==> config.mk <==
export PLATFORM = sky130hd
export DESIGN_NAME = alu_share_arbiter
export DESIGN_NICKNAME = d
export VERILOG_FILES = /design/src/rtl/alu_share_arbiter.sv
export SDC_FILE = /design/constraint.sdc
export NUM_CORES = 1
export LEC_CHECK = 0
export CAP_MARGIN = 40
export CORE_AREA = 2 2 83 85
export CTS_BUF_LIST = sky130_fd_sc_hd__clkbuf_4
export CTS_CLUSTER_DIAMETER = 40
export DETAILED_ROUTE_END_ITERATION = 8
export DIE_AREA = 0 0 85 87
export GPL_ROUTABILITY_DRIVEN = 0
export GPL_TIMING_DRIVEN = 0
export PLACE_DENSITY = 0.92
export SYNTH_ARGS = -nofsm -noshare
export SYNTH_HDL_FRONTEND = slang
export SYNTH_SLANG_ARGS = --single-unit
==> constraint.sdc <==
create_clock -name clk -period 2.3 [get_ports clk]
set_clock_uncertainty 0.1 [all_clocks]
set_input_delay 0.23 -clock clk [delete_from_list [all_inputs] [get_ports clk]]
set_output_delay 0.23 -clock clk [all_outputs]
set_load 0.005 [all_outputs]
==> src/rtl/alu_share_arbiter.sv <==
// Round-robin sequencer sharing one registered ALU among N_REQ requesters.
// Stays locked until START_CODE is seen, then issues one op at a time and returns tagged results.
module alu_share_arbiter #(
    parameter int unsigned N_REQ      = 4,
    parameter int unsigned DATA_W     = 8,
    parameter int unsigned OP_W       = 3,
    parameter int unsigned ALU_LAT    = 1,
    parameter logic [31:0] START_CODE = 32'hAF95FE47,
    localparam int unsigned ID_W      = $clog2(N_REQ)
) (
    input  logic                     clk,
    input  logic                     rst,
    input  logic [31:0]              start_value,
    input  logic [N_REQ-1:0]         req,
    input  logic [N_REQ*OP_W-1:0]    req_op,
    input  logic [N_REQ*DATA_W-1:0]  req_a,
    input  logic [N_REQ*DATA_W-1:0]  req_b,
    output logic [N_REQ-1:0]         gnt,
    output logic [OP_W-1:0]          alu_opcode,
    output logic [DATA_W-1:0]        alu_a,
    output logic [DATA_W-1:0]        alu_b,
    input  logic [DATA_W-1:0]        alu_result,
    output logic                     rsp_valid,
    output logic [ID_W-1:0]          rsp_id,
    output logic [DATA_W-1:0]        rsp_data,
    output logic                     rsp_err,
    output logic                     enabled,
    output logic                     busy
);

    localparam int unsigned CNT_W  = $clog2(ALU_LAT) + 1;
    localparam logic [OP_W-1:0] MAX_OP = OP_W'(4);

    typedef enum logic [1:0] {StLocked, StIdle, StIssue, StWait} state_e;

    state_e              state_q, state_d;
    logic [ID_W-1:0]     last_q, last_d;
    logic [CNT_W-1:0]    cnt_q, cnt_d;
    logic [ID_W-1:0]     id_q, id_d;
    logic                err_q, err_d;
    logic [N_REQ-1:0]    gnt_q, gnt_d;
    logic [OP_W-1:0]     alu_op_q, alu_op_d;
    logic [DATA_W-1:0]   alu_a_q, alu_a_d;
    logic [DATA_W-1:0]   alu_b_q, alu_b_d;
    logic                rsp_valid_q, rsp_valid_d;
    logic [ID_W-1:0]     rsp_id_q, rsp_id_d;
    logic [DATA_W-1:0]   rsp_data_q, rsp_data_d;
    logic                rsp_err_q, rsp_err_d;
    logic                enabled_q, enabled_d;

    logic [OP_W-1:0]     op_arr [N_REQ];
    logic [DATA_W-1:0]   a_arr  [N_REQ];
    logic [DATA_W-1:0]   b_arr  [N_REQ];

    for (genvar g = 0; g < N_REQ; g++) begin : g_unpack
        assign op_arr[g] = req_op[g*OP_W +: OP_W];
        assign a_arr[g]  = req_a[g*DATA_W +: DATA_W];
        assign b_arr[g]  = req_b[g*DATA_W +: DATA_W];
    end

    // Scan starts one past the last winner, so the previous winner has lowest priority.
    logic            found;
    logic [ID_W-1:0] win;
    logic [ID_W-1:0] idx;
    always_comb begin
        found = 1'b0;
        win   = '0;
        idx   = '0;
        for (int unsigned k = 1; k <= N_REQ; k++) begin
            idx = ID_W'((32'(last_q) + k) % N_REQ);
            if (!found && req[idx]) begin
                found = 1'b1;
                win   = idx;
            end
        end
    end

    always_comb begin
        state_d     = state_q;
        last_d      = last_q;
        cnt_d       = cnt_q;
        id_d        = id_q;
        err_d       = err_q;
        gnt_d       = '0;
        alu_op_d    = alu_op_q;
        alu_a_d     = alu_a_q;
        alu_b_d     = alu_b_q;
        rsp_valid_d = 1'b0;
        rsp_id_d    = rsp_id_q;
        rsp_data_d  = rsp_data_q;
        rsp_err_d   = rsp_err_q;
        enabled_d   = enabled_q;
        case (state_q)
            StLocked: begin
                if (start_value == START_CODE) begin
                    enabled_d = 1'b1;
                    state_d   = StIdle;
                end
            end
            StIdle: begin
                if (found) begin
                    last_d     = win;
                    id_d       = win;
                    err_d      = op_arr[win] > MAX_OP;
                    alu_op_d   = (op_arr[win] > MAX_OP) ? '0 : op_arr[win];
                    alu_a_d    = a_arr[win];
                    alu_b_d    = b_arr[win];
                    gnt_d[win] = 1'b1;
                    state_d    = StIssue;
                end
            end
            StIssue: begin
                cnt_d   = CNT_W'(ALU_LAT - 1);
                state_d = StWait;
            end
            StWait: begin
                if (cnt_q == '0) begin
                    rsp_data_d  = err_q ? '0 : alu_result;
                    rsp_id_d    = id_q;
                    rsp_err_d   = err_q;
                    rsp_valid_d = 1'b1;
                    state_d     = StIdle;
                end else begin
                    cnt_d = cnt_q - CNT_W'(1);
                end
            end
            default: state_d = StLocked;
        endcase
    end

    always_ff @(posedge clk) begin
        if (!rst) begin
            state_q     <= StLocked;
            last_q      <= ID_W'(N_REQ - 1);
            cnt_q       <= '0;
            id_q        <= '0;
            err_q       <= 1'b0;
            gnt_q       <= '0;
            alu_op_q    <= '0;
            alu_a_q     <= '0;
            alu_b_q     <= '0;
            rsp_valid_q <= 1'b0;
            rsp_id_q    <= '0;
            rsp_data_q  <= '0;
            rsp_err_q   <= 1'b0;
            enabled_q   <= 1'b0;
        end else begin
            state_q     <= state_d;
            last_q      <= last_d;
            cnt_q       <= cnt_d;
            id_q        <= id_d;
            err_q       <= err_d;
            gnt_q       <= gnt_d;
            alu_op_q    <= alu_op_d;
            alu_a_q     <= alu_a_d;
            alu_b_q     <= alu_b_d;
            rsp_valid_q <= rsp_valid_d;
            rsp_id_q    <= rsp_id_d;
            rsp_data_q  <= rsp_data_d;
            rsp_err_q   <= rsp_err_d;
            enabled_q   <= enabled_d;
        end
    end

    assign gnt        = gnt_q;
    assign alu_opcode = alu_op_q;
    assign alu_a      = alu_a_q;
    assign alu_b      = alu_b_q;
    assign rsp_valid  = rsp_valid_q;
    assign rsp_id     = rsp_id_q;
    assign rsp_data   = rsp_data_q;
    assign rsp_err    = rsp_err_q;
    assign enabled    = enabled_q;
    assign busy       = (state_q == StIssue) || (state_q == StWait);

endmodule

==> metrics.sh <==
OUTCOME='complete, no violations'
YOSYSSEQAREASHARE_PCT=37.8
MAX-SLEW-MARGIN-REL_PCT=66.0
SETUP.WORST_PATH.START_CLASS='flop'
DIEWIDTH_UM=85
SYNTH_TOP_CELL_AREA_SHARE_PCT=37.8
NUM-FILL-CELLS=568
POST-ROUTE-PERIOD-UTIL_PCT=94.9
TRITONCTS_CLOCK_TREE='yes'
MULTI_INPUT_COMB_AREA_UM2=1340
FLOORPLAN.INITIALDENSITY_PCT=34.6
LARGEST_NET_DEGREE_AT_THE_START_OF_GLOBAL_ROUTING=15
FIRST_GLOBAL_VIAS=2667
CRITICALPATHCATEGORY='reg2reg'
POSTCTSHOLDBUFS=0
POWERDENSITY_nW_PER_UM2=594
P_LEAK_nW=1.55
HPWL_DETAILED_UM=6130
FLOORPLAN.ROWS=30
FINAL_COMMON_CELL='clkdlybuf4s50_1'
NUMBER_OF_FLOPS_MAPPED_TO_ENABLE_CELLS_BY_YOSYS=0
AREAGROWTHSYNTHTOFINISH_PCT=79.4
SYNTH.FF_LATCH_COUNT=43
CTS_BUF_COUNT=5
SYNTH_TOP_CELLS_BY_AREA='dfxtp_1 38%, nand2_1 14%, a32o_1 7.5%'
GRT_SETUP_UNREPAIRED='false'
GLOBALROUTE.TOTALOVERFLOW=0
ANTENNA_CELLS=0
DIE_AREA_UM2=7400
DR_TOTAL_VIAS=2741
FIN_NETS=588
MIN_PERIOD_NS=2.18
CRITICAL_PATH_REQUIRED_NS=2.45
FINAL_HOLD_VIOL_COUNT=0
COREAREA_UM2=6570
DPL-INSTANCE-AREA_UM2=3960
GRT_UTIL_ALL_LAYERS_PCT=19.7
VDD_DROP_MAX_uV=476
WL_PER_CELL_UM=14.0
FINAL.HOLD.WORST_SLACK_NS=0.373
YS.WARNINGS.COUNT=0
POST_ROUTE_CELLS_DRIVE_ABOVE_1_SHARE_PCT=7.13
SETUP_FAILING_EPS_FINAL=0
NUMBER_OF_NETS_IN_THE_SYNTHESIZED_NETLIST=422
DRT_DRC_VIOLATIONS_LEFT=0
FP.DIEH_UM=87
TOTALWIRELENGTH_UM=7630
CTS.CLK_SLEW.WORST_PATHS_NS=0.13
CTSHTREEMAXLEVEL=2
FINAL_SLEW_VIOLATIONS=0
HOLD_CLASS='in2reg'
SYN-CELL-AREA_UM2=2270
ROUTE.DETAILED.VIAS_PER_INST=5.05
SYNTHESIS.INSTANCES=296
CTS_SINKS=43
CLK_PATH_BUF_DEPTH=2
DR.FIRST_ITER.DRC_COUNT=109
FINAL-SEQ-AREA_UM2=865
PIN_COUNT=159
CP_DATA_ARRIVAL_TIME_NS=2.34
TIMING_WORST_SLEW_PIN_VALUE_NS=0.510
LAYOUT_COMMON_CELLS='158 x clkdlybuf4s50_1, 82 x nand2_1, 42 x dfxtp_1'
WORST-PATH-MAX-FANOUT=10
WORSTSETUPENDPOINTTYPE='flop'
FINAL_AREA_UM2=4080
CLOCK_LATENCY_NS=0.35
IO_BUFFERS=158
GRT_PASS1_WL_UM=11600
SYN_AVG_CELL_AREA_UM2=7.68
FINAL_ANTENNA_NET_COUNT=0
FIRST_PASS_DETAILED_ROUTE_ITERATION_TOTAL=4
ANTENNA_FOUND_INITIAL=0
MAX_FREQ_GHz=0.458
CTSROOTBUFFERMASTER='clkbuf_4'
POSTSYNTH.ASYNCRESETSHARE_PCT=0
MAXCAPVIOLCOUNT=0
POSTSYNTH.TOPFLOPCELL='dfxtp_1'
SYNTH.LARGEST_AREA_CELL='dfxtp_1'
POST_SYNTH_NUM_CELL_TYPES=40
-- where the power goes --
group / leakage, nW / internal [W] / total [W] / switching, W
Combinational: 1.16 / 0.000539 / 0.00105 / 0.000511
Clock: 0.0452 / 0.000229 / 0.000485 / 0.000256
Sequential: 0.347 / 0.000833 / 0.000889 / 0.0000554
-- critical path: stages (launching register included) --
cell and delay, ns:
dfxtp_4 0.40, mux2i_1 0.22, a2bb2oi_2 0.28, and2_4 0.20, buf_6 0.14, a21oi_2 0.04, or4_1 0.48, a22o_1 0.22
-- metal layers --
| metal | track usage [%] | wire, µm |
|---|---|---|
| met5 | 0 | 0 |
| met4 | 5.05 | 21 |
| met3 | 8.63 | 811 |
| met2 | 37.1 | 3850 |
| met1 | 19.6 | 2950 |
-- layout make-up --
cell class | count | area share (%)
sequential | 43 | 21.2
inverter | 3 | 0.276
clock inverter | 3 | 1.07
tap | 80 | 2.45
timing repair buffer | 159 | 38.9
clock buffer | 5 | 0.920
multi-input combinational | 231 | 32.9
buffer | 19 | 2.27
-- what timing repair did --
item,CTS,global route
setup endpoints to repair,13,20
gates resized for setup,4,15
buffers inserted,0,1
-- state kept, by name (all words and copies together) (netlist names) --
register / cells
enabled: 1
err_q: 1
alu_opcode: 3
alu_a: 8
gnt: 4
state_q: 2
rsp_id: 2
last_q: 2
alu_b: 8
id_q: 2
rsp_data: 8
rsp_err: 1
rsp_valid: 1
-- cells in the mapped netlist (3+ instances only) --
master    count
nand2_1      83
dfxtp_1      43
nand3_1      33
nor2b_1      23
a32o_1       17
clkbuf_1     15
a21oi_1      14
a21boi_0      5
nor2_1        5
o21ai_0       5
ha_1          4
mux2i_1       4
nor3_1        4
a31o_2        3
and2_1        3
inv_1         3
nand2b_1      3
nor4bb_1      3
-- cell families after synthesis --
kind of cell    after synthesis  synth area share (%)
compound gates               53                  17.8
simple gates                170                  36.3
mux                           4                  1.76
buf+inv                      22                  4.07
fa+ha+maj                     4                  2.20
flops                        43                  37.8
-- worst paths after layout --
check	from	end	slack (ns)	depth (start not counted)
max	last_q[1]$_SDFFE_PN1P_	err_q$_SDFFE_PN0P_	0.12	7
min	alu_result[6]	rsp_data[6]$_SDFFE_PN0P_	0.37	3
max reg2reg	last_q[1]$_SDFFE_PN1P_	err_q$_SDFFE_PN0P_	0.12	7
min reg2reg	alu_b[2]$_SDFFE_PN0P_	alu_b[2]$_SDFFE_PN0P_	0.38	1
-- through the flow --
| step | setup slack (ns) | util (%) | TNS (ns) | std cells | total power (W) |
|---|---|---|---|---|---|
| 2_1_floorplan | 0.254 | - | 0 | 296 | 0.00143 |
| 3_3_place_gp | -0.363 | 60.2 | -4.91 | 534 | 0.00191 |
| 3_5_place_dp | -0.353 | 60.2 | -5.27 | 534 | 0.00193 |
| 4_1_cts | 0.0155 | 61.5 | 0 | 542 | 0.00242 |
| 5_1_grt | 0.0132 | 62.1 | 0 | 543 | 0.00259 |
| 6_report | 0.118 | 62.1 | 0 | 543 | 0.00242 |
Power figures use the tool's default switching activity.
